## src/rtl/pipe_pkg.sv

```systemverilog
// Shared definitions for the inter-stage pipeline registers and the hazard unit.
// Latency: n/a (types, constants and a pure function only).
// Backpressure: n/a.
package pipe_pkg;

    localparam int PIPE_PC_W   = 32;
    localparam int PIPE_TNEW_W = 2;
    localparam int PIPE_ADDR_W = 5;

    // Widest Tnew field sat_dec_tnew handles; stage instances cast to/from it.
    localparam int TNEW_MAX_W  = 8;

    typedef struct packed {
        logic [PIPE_PC_W-1:0]   pc;
        logic [PIPE_TNEW_W-1:0] tnew;
        logic                   reg_we;
        logic [PIPE_ADDR_W-1:0] reg_wa;
    } pipe_ctrl_t;

    // Tnew counts down once per stage crossed and never wraps below zero.
    function automatic logic [TNEW_MAX_W-1:0] sat_dec_tnew(input logic [TNEW_MAX_W-1:0] t);
        logic [TNEW_MAX_W-1:0] one;
        one = {{(TNEW_MAX_W-1){1'b0}}, 1'b1};
        return (t == '0) ? '0 : (t - one);
    endfunction

endpackage

```

## src/rtl/pipe_skid_buf.sv

```systemverilog
// One-entry skid store for pipe_stage_reg; holds an entry that arrived while downstream stalled.
// Latency: push visible on vld_o the cycle after; pop frees the slot the cycle after.
// Backpressure: none internally; the parent only pushes when empty. clr_i wins over push/pop.
module pipe_skid_buf
    import pipe_pkg::*;
#(
    parameter int W = 8
) (
    input  logic         clk,
    input  logic         rst_n,
    input  logic         clr_i,
    input  logic         push_i,
    input  logic         pop_i,
    input  logic [W-1:0] dat_i,
    output logic         vld_o,
    output logic [W-1:0] dat_o
);

    logic         vld_q;
    logic [W-1:0] dat_q;

    always_ff @(posedge clk or negedge rst_n) begin
        if (!rst_n) begin
            vld_q <= 1'b0;
        end else if (clr_i) begin
            vld_q <= 1'b0;
        end else if (push_i) begin
            vld_q <= 1'b1;
        end else if (pop_i) begin
            vld_q <= 1'b0;
        end
    end

    always_ff @(posedge clk or negedge rst_n) begin
        if (!rst_n) begin
            dat_q <= '0;
        end else if (push_i && !clr_i) begin
            dat_q <= dat_i;
        end
    end

    assign vld_o = vld_q;
    assign dat_o = dat_q;

endmodule

```

## src/rtl/pipe_stage_reg.sv

```systemverilog
// Inter-stage pipeline register (PC, Tnew, reg write en/addr, payload) with valid/ready, flush, bubbles.
// Latency: 1 cycle in->out; one transfer per cycle when out_ready stays high.
// Backpressure: in_ready = out_ready || !out_valid; with PIPE_REG_SKID_EN, in_ready = skid empty (registered).
module pipe_stage_reg
    import pipe_pkg::*;
#(
    parameter int DATA_W = 64,
    parameter int TNEW_W = PIPE_TNEW_W,   // must not exceed TNEW_MAX_W
    parameter int ADDR_W = PIPE_ADDR_W
) (
    input  logic              clk,
    input  logic              rst_n,
    input  logic              flush,
    input  logic              in_valid,
    output logic              in_ready,
    input  logic [31:0]       in_pc,
    input  logic [TNEW_W-1:0] in_tnew,
    input  logic              in_reg_we,
    input  logic [ADDR_W-1:0] in_reg_wa,
    input  logic [DATA_W-1:0] in_data,
    output logic              out_valid,
    input  logic              out_ready,
    output logic [31:0]       out_pc,
    output logic [TNEW_W-1:0] out_tnew,
    output logic              out_reg_we,
    output logic [ADDR_W-1:0] out_reg_wa,
    output logic [DATA_W-1:0] out_data
);

    logic              vld_q,  vld_d;
    logic [31:0]       pc_q,   pc_d;
    logic [TNEW_W-1:0] tnew_q, tnew_d;
    logic              we_q,   we_d;
    logic [ADDR_W-1:0] wa_q,   wa_d;
    logic [DATA_W-1:0] data_q, data_d;

    // Holds in_ready low until the first edge after reset release.
    logic              rdy_en_q;

    logic              in_xfer;
    logic              out_xfer;
    logic [TNEW_W-1:0] in_tnew_dec;

    // Tnew is decremented once as the instruction enters the stage.
    assign in_tnew_dec = TNEW_W'(sat_dec_tnew(TNEW_MAX_W'(in_tnew)));

    assign in_xfer  = in_valid && in_ready;
    assign out_xfer = vld_q && out_ready;

`ifdef PIPE_REG_SKID_EN
    localparam int ENTRY_W = 32 + TNEW_W + 1 + ADDR_W + DATA_W;

    logic               skid_vld;
    logic               skid_push;
    logic               skid_pop;
    logic [ENTRY_W-1:0] skid_dat;
    logic [31:0]        skid_pc;
    logic [TNEW_W-1:0]  skid_tnew;
    logic               skid_we;
    logic [ADDR_W-1:0]  skid_wa;
    logic [DATA_W-1:0]  skid_data;

    pipe_skid_buf #(
        .W (ENTRY_W)
    ) u_skid (
        .clk    (clk),
        .rst_n  (rst_n),
        .clr_i  (flush),
        .push_i (skid_push),
        .pop_i  (skid_pop),
        .dat_i  ({in_pc, in_tnew_dec, in_reg_we, in_reg_wa, in_data}),
        .vld_o  (skid_vld),
        .dat_o  (skid_dat)
    );

    assign {skid_pc, skid_tnew, skid_we, skid_wa, skid_data} = skid_dat;

    // Registered ready: only flops feed it, so no combinational path from out_ready.
    assign in_ready = rdy_en_q && !skid_vld;
`else
    assign in_ready = rdy_en_q && (out_ready || !vld_q);
`endif

    always_comb begin
        vld_d  = vld_q;
        pc_d   = pc_q;
        tnew_d = tnew_q;
        we_d   = we_q;
        wa_d   = wa_q;
        data_d = data_q;
`ifdef PIPE_REG_SKID_EN
        skid_push = 1'b0;
        skid_pop  = 1'b0;
`endif
        if (flush) begin
            // Any concurrent in/out transfer is dropped; pc/wa/data left as-is.
            vld_d  = 1'b0;
            we_d   = 1'b0;
            tnew_d = '0;
`ifdef PIPE_REG_SKID_EN
        end else if (skid_vld) begin
            // in_ready is low here, so the only event is draining the skid on an out transfer.
            if (out_xfer) begin
                skid_pop = 1'b1;
                pc_d     = skid_pc;
                tnew_d   = skid_tnew;
                we_d     = skid_we;
                wa_d     = skid_wa;
                data_d   = skid_data;
            end
        end else if (in_xfer && vld_q && !out_ready) begin
            skid_push = 1'b1;
`endif
        end else if (in_xfer) begin
            vld_d  = 1'b1;
            pc_d   = in_pc;
            tnew_d = in_tnew_dec;
            we_d   = in_reg_we;
            wa_d   = in_reg_wa;
            data_d = in_data;
        end else if (out_xfer) begin
            vld_d = 1'b0;
        end
    end

    always_ff @(posedge clk or negedge rst_n) begin
        if (!rst_n) begin
            rdy_en_q <= 1'b0;
            vld_q    <= 1'b0;
            pc_q     <= '0;
            tnew_q   <= '0;
            we_q     <= 1'b0;
            wa_q     <= '0;
            data_q   <= '0;
        end else begin
            rdy_en_q <= 1'b1;
            vld_q    <= vld_d;
            pc_q     <= pc_d;
            tnew_q   <= tnew_d;
            we_q     <= we_d;
            wa_q     <= wa_d;
            data_q   <= data_d;
        end
    end

    // A bubble must never look like a hazard or forwarding source.
    assign out_valid  = vld_q;
    assign out_pc     = pc_q;
    assign out_tnew   = vld_q ? tnew_q : '0;
    assign out_reg_we = we_q && vld_q;
    assign out_reg_wa = wa_q;
    assign out_data   = data_q;

endmodule

```

## config.mk

```make
export PLATFORM = sky130hd
export DESIGN_NAME = pipe_stage_reg
export DESIGN_NICKNAME = d
export VERILOG_FILES = /design/src/rtl/pipe_pkg.sv /design/src/rtl/pipe_skid_buf.sv /design/src/rtl/pipe_stage_reg.sv
export SDC_FILE = /design/constraint.sdc
export NUM_CORES = 1
export LEC_CHECK = 0
export ABC_AREA = 1
export ABC_CLOCK_PERIOD_IN_PS = 2900
export BUFFER_PORTS_ARGS = -buffer_cell sky130_fd_sc_hd__buf_4
export CAP_MARGIN = 20
export CORE_MARGIN = 3
export CORE_UTILIZATION = 35
export CTS_CLUSTER_SIZE = 40
export DETAILED_ROUTE_END_ITERATION = 16
export GPL_ROUTABILITY_DRIVEN = 0
export PLACE_DENSITY = 0.65
export SETUP_SLACK_MARGIN = 0.4
export SYNTH_ARGS = -nofsm -noshare
export SYNTH_HDL_FRONTEND = slang
export SYNTH_SLANG_ARGS = --single-unit
```

## constraint.sdc

```tcl
create_clock -name clk -period 2.9 [get_ports clk]
set_input_delay 0.58 -clock clk [delete_from_list [all_inputs] [get_ports clk]]
set_output_delay 0.58 -clock clk [all_outputs]
set_load 0.01 [all_outputs]
```

==> flow_metrics.env <==
export IMPL_layout_cells_non_filler=843
export IMPL_yosys_warnings=0
export IMPL_antenna_left=0
export IMPL_synth_top_area_frac=0.598
export IMPL_end_kind="flop"
export IMPL_max_cap_violations=0
export IMPL_min_period_ps=1840
export IMPL_ys_flop_type="dfrtp_1"
export IMPL_worstPathCellList="buf_4 -> clkinv_2 -> nand4_1 -> buf_4 -> nand2_1 -> nand2_1"
export IMPL_io_buffers=214
export IMPL_highest_layer="met4"
export IMPL_firstDrtPassIters=6
export IMPL_area_growth_pct=43.9
export IMPL_grt_max_degree=69
export IMPL_grt_pass1_vias=4228
export IMPL_max_stage_delay_ps=560
export IMPL_synth_area_leaders="dfrtp_1 60%, nand2_1 18%, nand4_1 15%, buf_6 2.3%, clkbuf_1 1.6%"
export IMPL_drt_wl_total_um=13200
export IMPL_antenna_found_initial=0
export IMPL_dpl_instance_area_um2=6070
export IMPL_peakVddDrop_mv=0.358
export IMPL_cts_sink_count=106
export IMPL_cts_made_buffers=9
export IMPL_first_iter_violations=312
export IMPL_netlist_instances=482
export IMPL_wl_met1_um=5830
export IMPL_path_max_fanout=68
export IMPL_avgViaCountPerCell=4.95
export IMPL_synth_top_cell_by_area="dfrtp_1"
export IMPL_synth_distinct_cells=15
export IMPL_cts_buffer_depth=2
export IMPL_cpMaxStageDelayCell="buf_4"
export IMPL_synthTopCellsByCount="210 x nand2_1, 106 x dfrtp_1, 105 x nand4_1, 19 x clkbuf_1, 13 x buf_2"
export IMPL_die_y_um=119
export IMPL_drv_slew=0
export IMPL_rsz0062_at_grt="false"
export IMPL_worstPathRequired_ps=3170
export IMPL_diodes=0
export IMPL_synth_net_count=591
export IMPL_vias=4169
export IMPL_die_w_um=119
export IMPL_post_place_ws_ps=733
export IMPL_setup_slack_ps=1060
export IMPL_path_class="in2reg"
export IMPL_fin_nets=780
export IMPL_grt_use_total=0.187
export IMPL_slew_headroom=0.538
export IMPL_cts_root_buffer="clkbuf_16"
export IMPL_synth_avg_cell_area_um2=9.20
export IMPL_synth_edff_count=0
export IMPL_grt_pass1_wl_um=21700
export IMPL_wire_per_inst_um=15.7
export IMPL_rows=40
export IMPL_post_cts_setup_buffers=0
export IMPL_clk_latency_ps=330
export IMPL_final_hold_viol_count=0
export IMPL_final_setup_viol_count=0
export IMPL_path_clk_slew_ps=70
export IMPL_wl_met3_um=1100
export IMPL_ys_seq_area_frac=0.598
export IMPL_holdBufCountCts=0
export IMPL_synthArstFlopShare=1.00
export IMPL_place_inst=828
export IMPL_dieArea_um2=14100
export IMPL_p_leak_uw=0.00350
export IMPL_cp_arrival_ps=2110
export IMPL_netlist_area_um2=4440
export IMPL_max_freq_mhz=543
export IMPL_grt_overflow=0
export IMPL_status="complete, no violations"
export IMPL_htreeDepth=3
export IMPL_startpoint_type="primary input"
export IMPL_synth_most_common_cell="nand2_1"
export IMPL_setup_tns_ps=0
export IMPL_cts_tree="built"
export IMPL_p_per_area_nw_per_um2=649
export IMPL_dp_hpwl_um=9100
export IMPL_synth_seq_cells=106
export IMPL_finalClockSkew_ps=6.73
export IMPL_drc_errors=0
export IMPL_io_pins=215
export IMPL_final_cell_area_um2=6380
export IMPL_coreArea_um2=12200
export IMPL_fin_crit_sh=0.635
export IMPL_worst_slew_pin_slew_ps=693
export IMPL_whs_ps=271
export IMPL_cts_repair_resized=0
export IMPL_wl_met2_um=6140
export IMPL_layout_drive_gt1_share=0.354
export IMPL_start_util=0.363
export IMPL_hold_class="in2async"
## metrics by stage
step | total power [uW] | utilization
floorplan | 2290 | -
global placement | 2890 | 0.497
detailed placement | 2910 | 0.497
CTS | 4200 | 0.523
global route | 4370 | 0.523
finish | 4140 | 0.523
## flip-flops by register name, indices dropped and copies added, names as in the netlist
signal,flops
out_data,64
we_q,1
out_pc,32
out_reg_wa,5
rdy_en_q,1
out_valid,1
tnew_q,2
## layout by cell type (no fill, tap or decap)
cell / n
buf_4: 222
nand2_1: 210
dfrtp_1: 106
nand4_1: 105
clkbuf_16: 9
inv_1: 7
nand3_1: 4
clkinv_2: 2
bufinv_16: 2
clkinvlp_4: 2
a21oi_4: 1
nor2_1: 1
o21ai_1: 1
clkbuf_1: 1
buf_12: 1
conb_1: 1
## kinds of logic after synthesis
group	after synthesis	synth area share
other	1	0.000845
buffers and inverters	53	0.0654
AOI/OAI and AO/OA	2	0.00479
DFF	106	0.598
and+or+nand+nor	320	0.331
## worst max-delay path, delay by kind of cell
| kind | cells | cell delay [ps] |
|---|---|---|
| buffers and inverters | 3 | 980 |
| and+or+nand+nor | 3 | 490 |
## final timing paths
path | start | cells past startpoint | endpoint | slack (ps)
setup reg to reg | out_valid$_DFFE_PN0P_ | 5 | out_data[11]$_DFFE_PN0P_ | 1230
min in group clk | flush | 2 | out_valid$_DFFE_PN0P_ | 440
hold / removal | rst_n | 1 | out_pc[1]$_DFFE_PN0P_ | 270
max in group asynchronous | rst_n | 2 | out_data[27]$_DFFE_PN0P_ | 1890
setup / recovery | flush | 6 | out_data[11]$_DFFE_PN0P_ | 1060
hold reg to reg | out_data[51]$_DFFE_PN0P_ | 2 | out_data[51]$_DFFE_PN0P_ | 480
## power by group
part           internal, uW  switching [uW]
Combinational           505             496
Sequential             1720             152
Clock                   751             517
Total                  2980            1160
## final cells by class
cell class              count  area, um^2
clock buffers              10         229
multi-input cells         323        1490
flip-flops and latches    106        2650
clock inverters             5        80.1
well taps                 168         210
inverters                   8        31.3
repair buffers            223        1690
fillers                  1177        5830
## per-layer routing
metal  up-vias  global-route usage
met5         -                   0
met3        11              0.0536
met2       156               0.283
met1      2004               0.260
met4         0              0.0608
li1       1998                   -
Power figures use the tool's default switching activity.
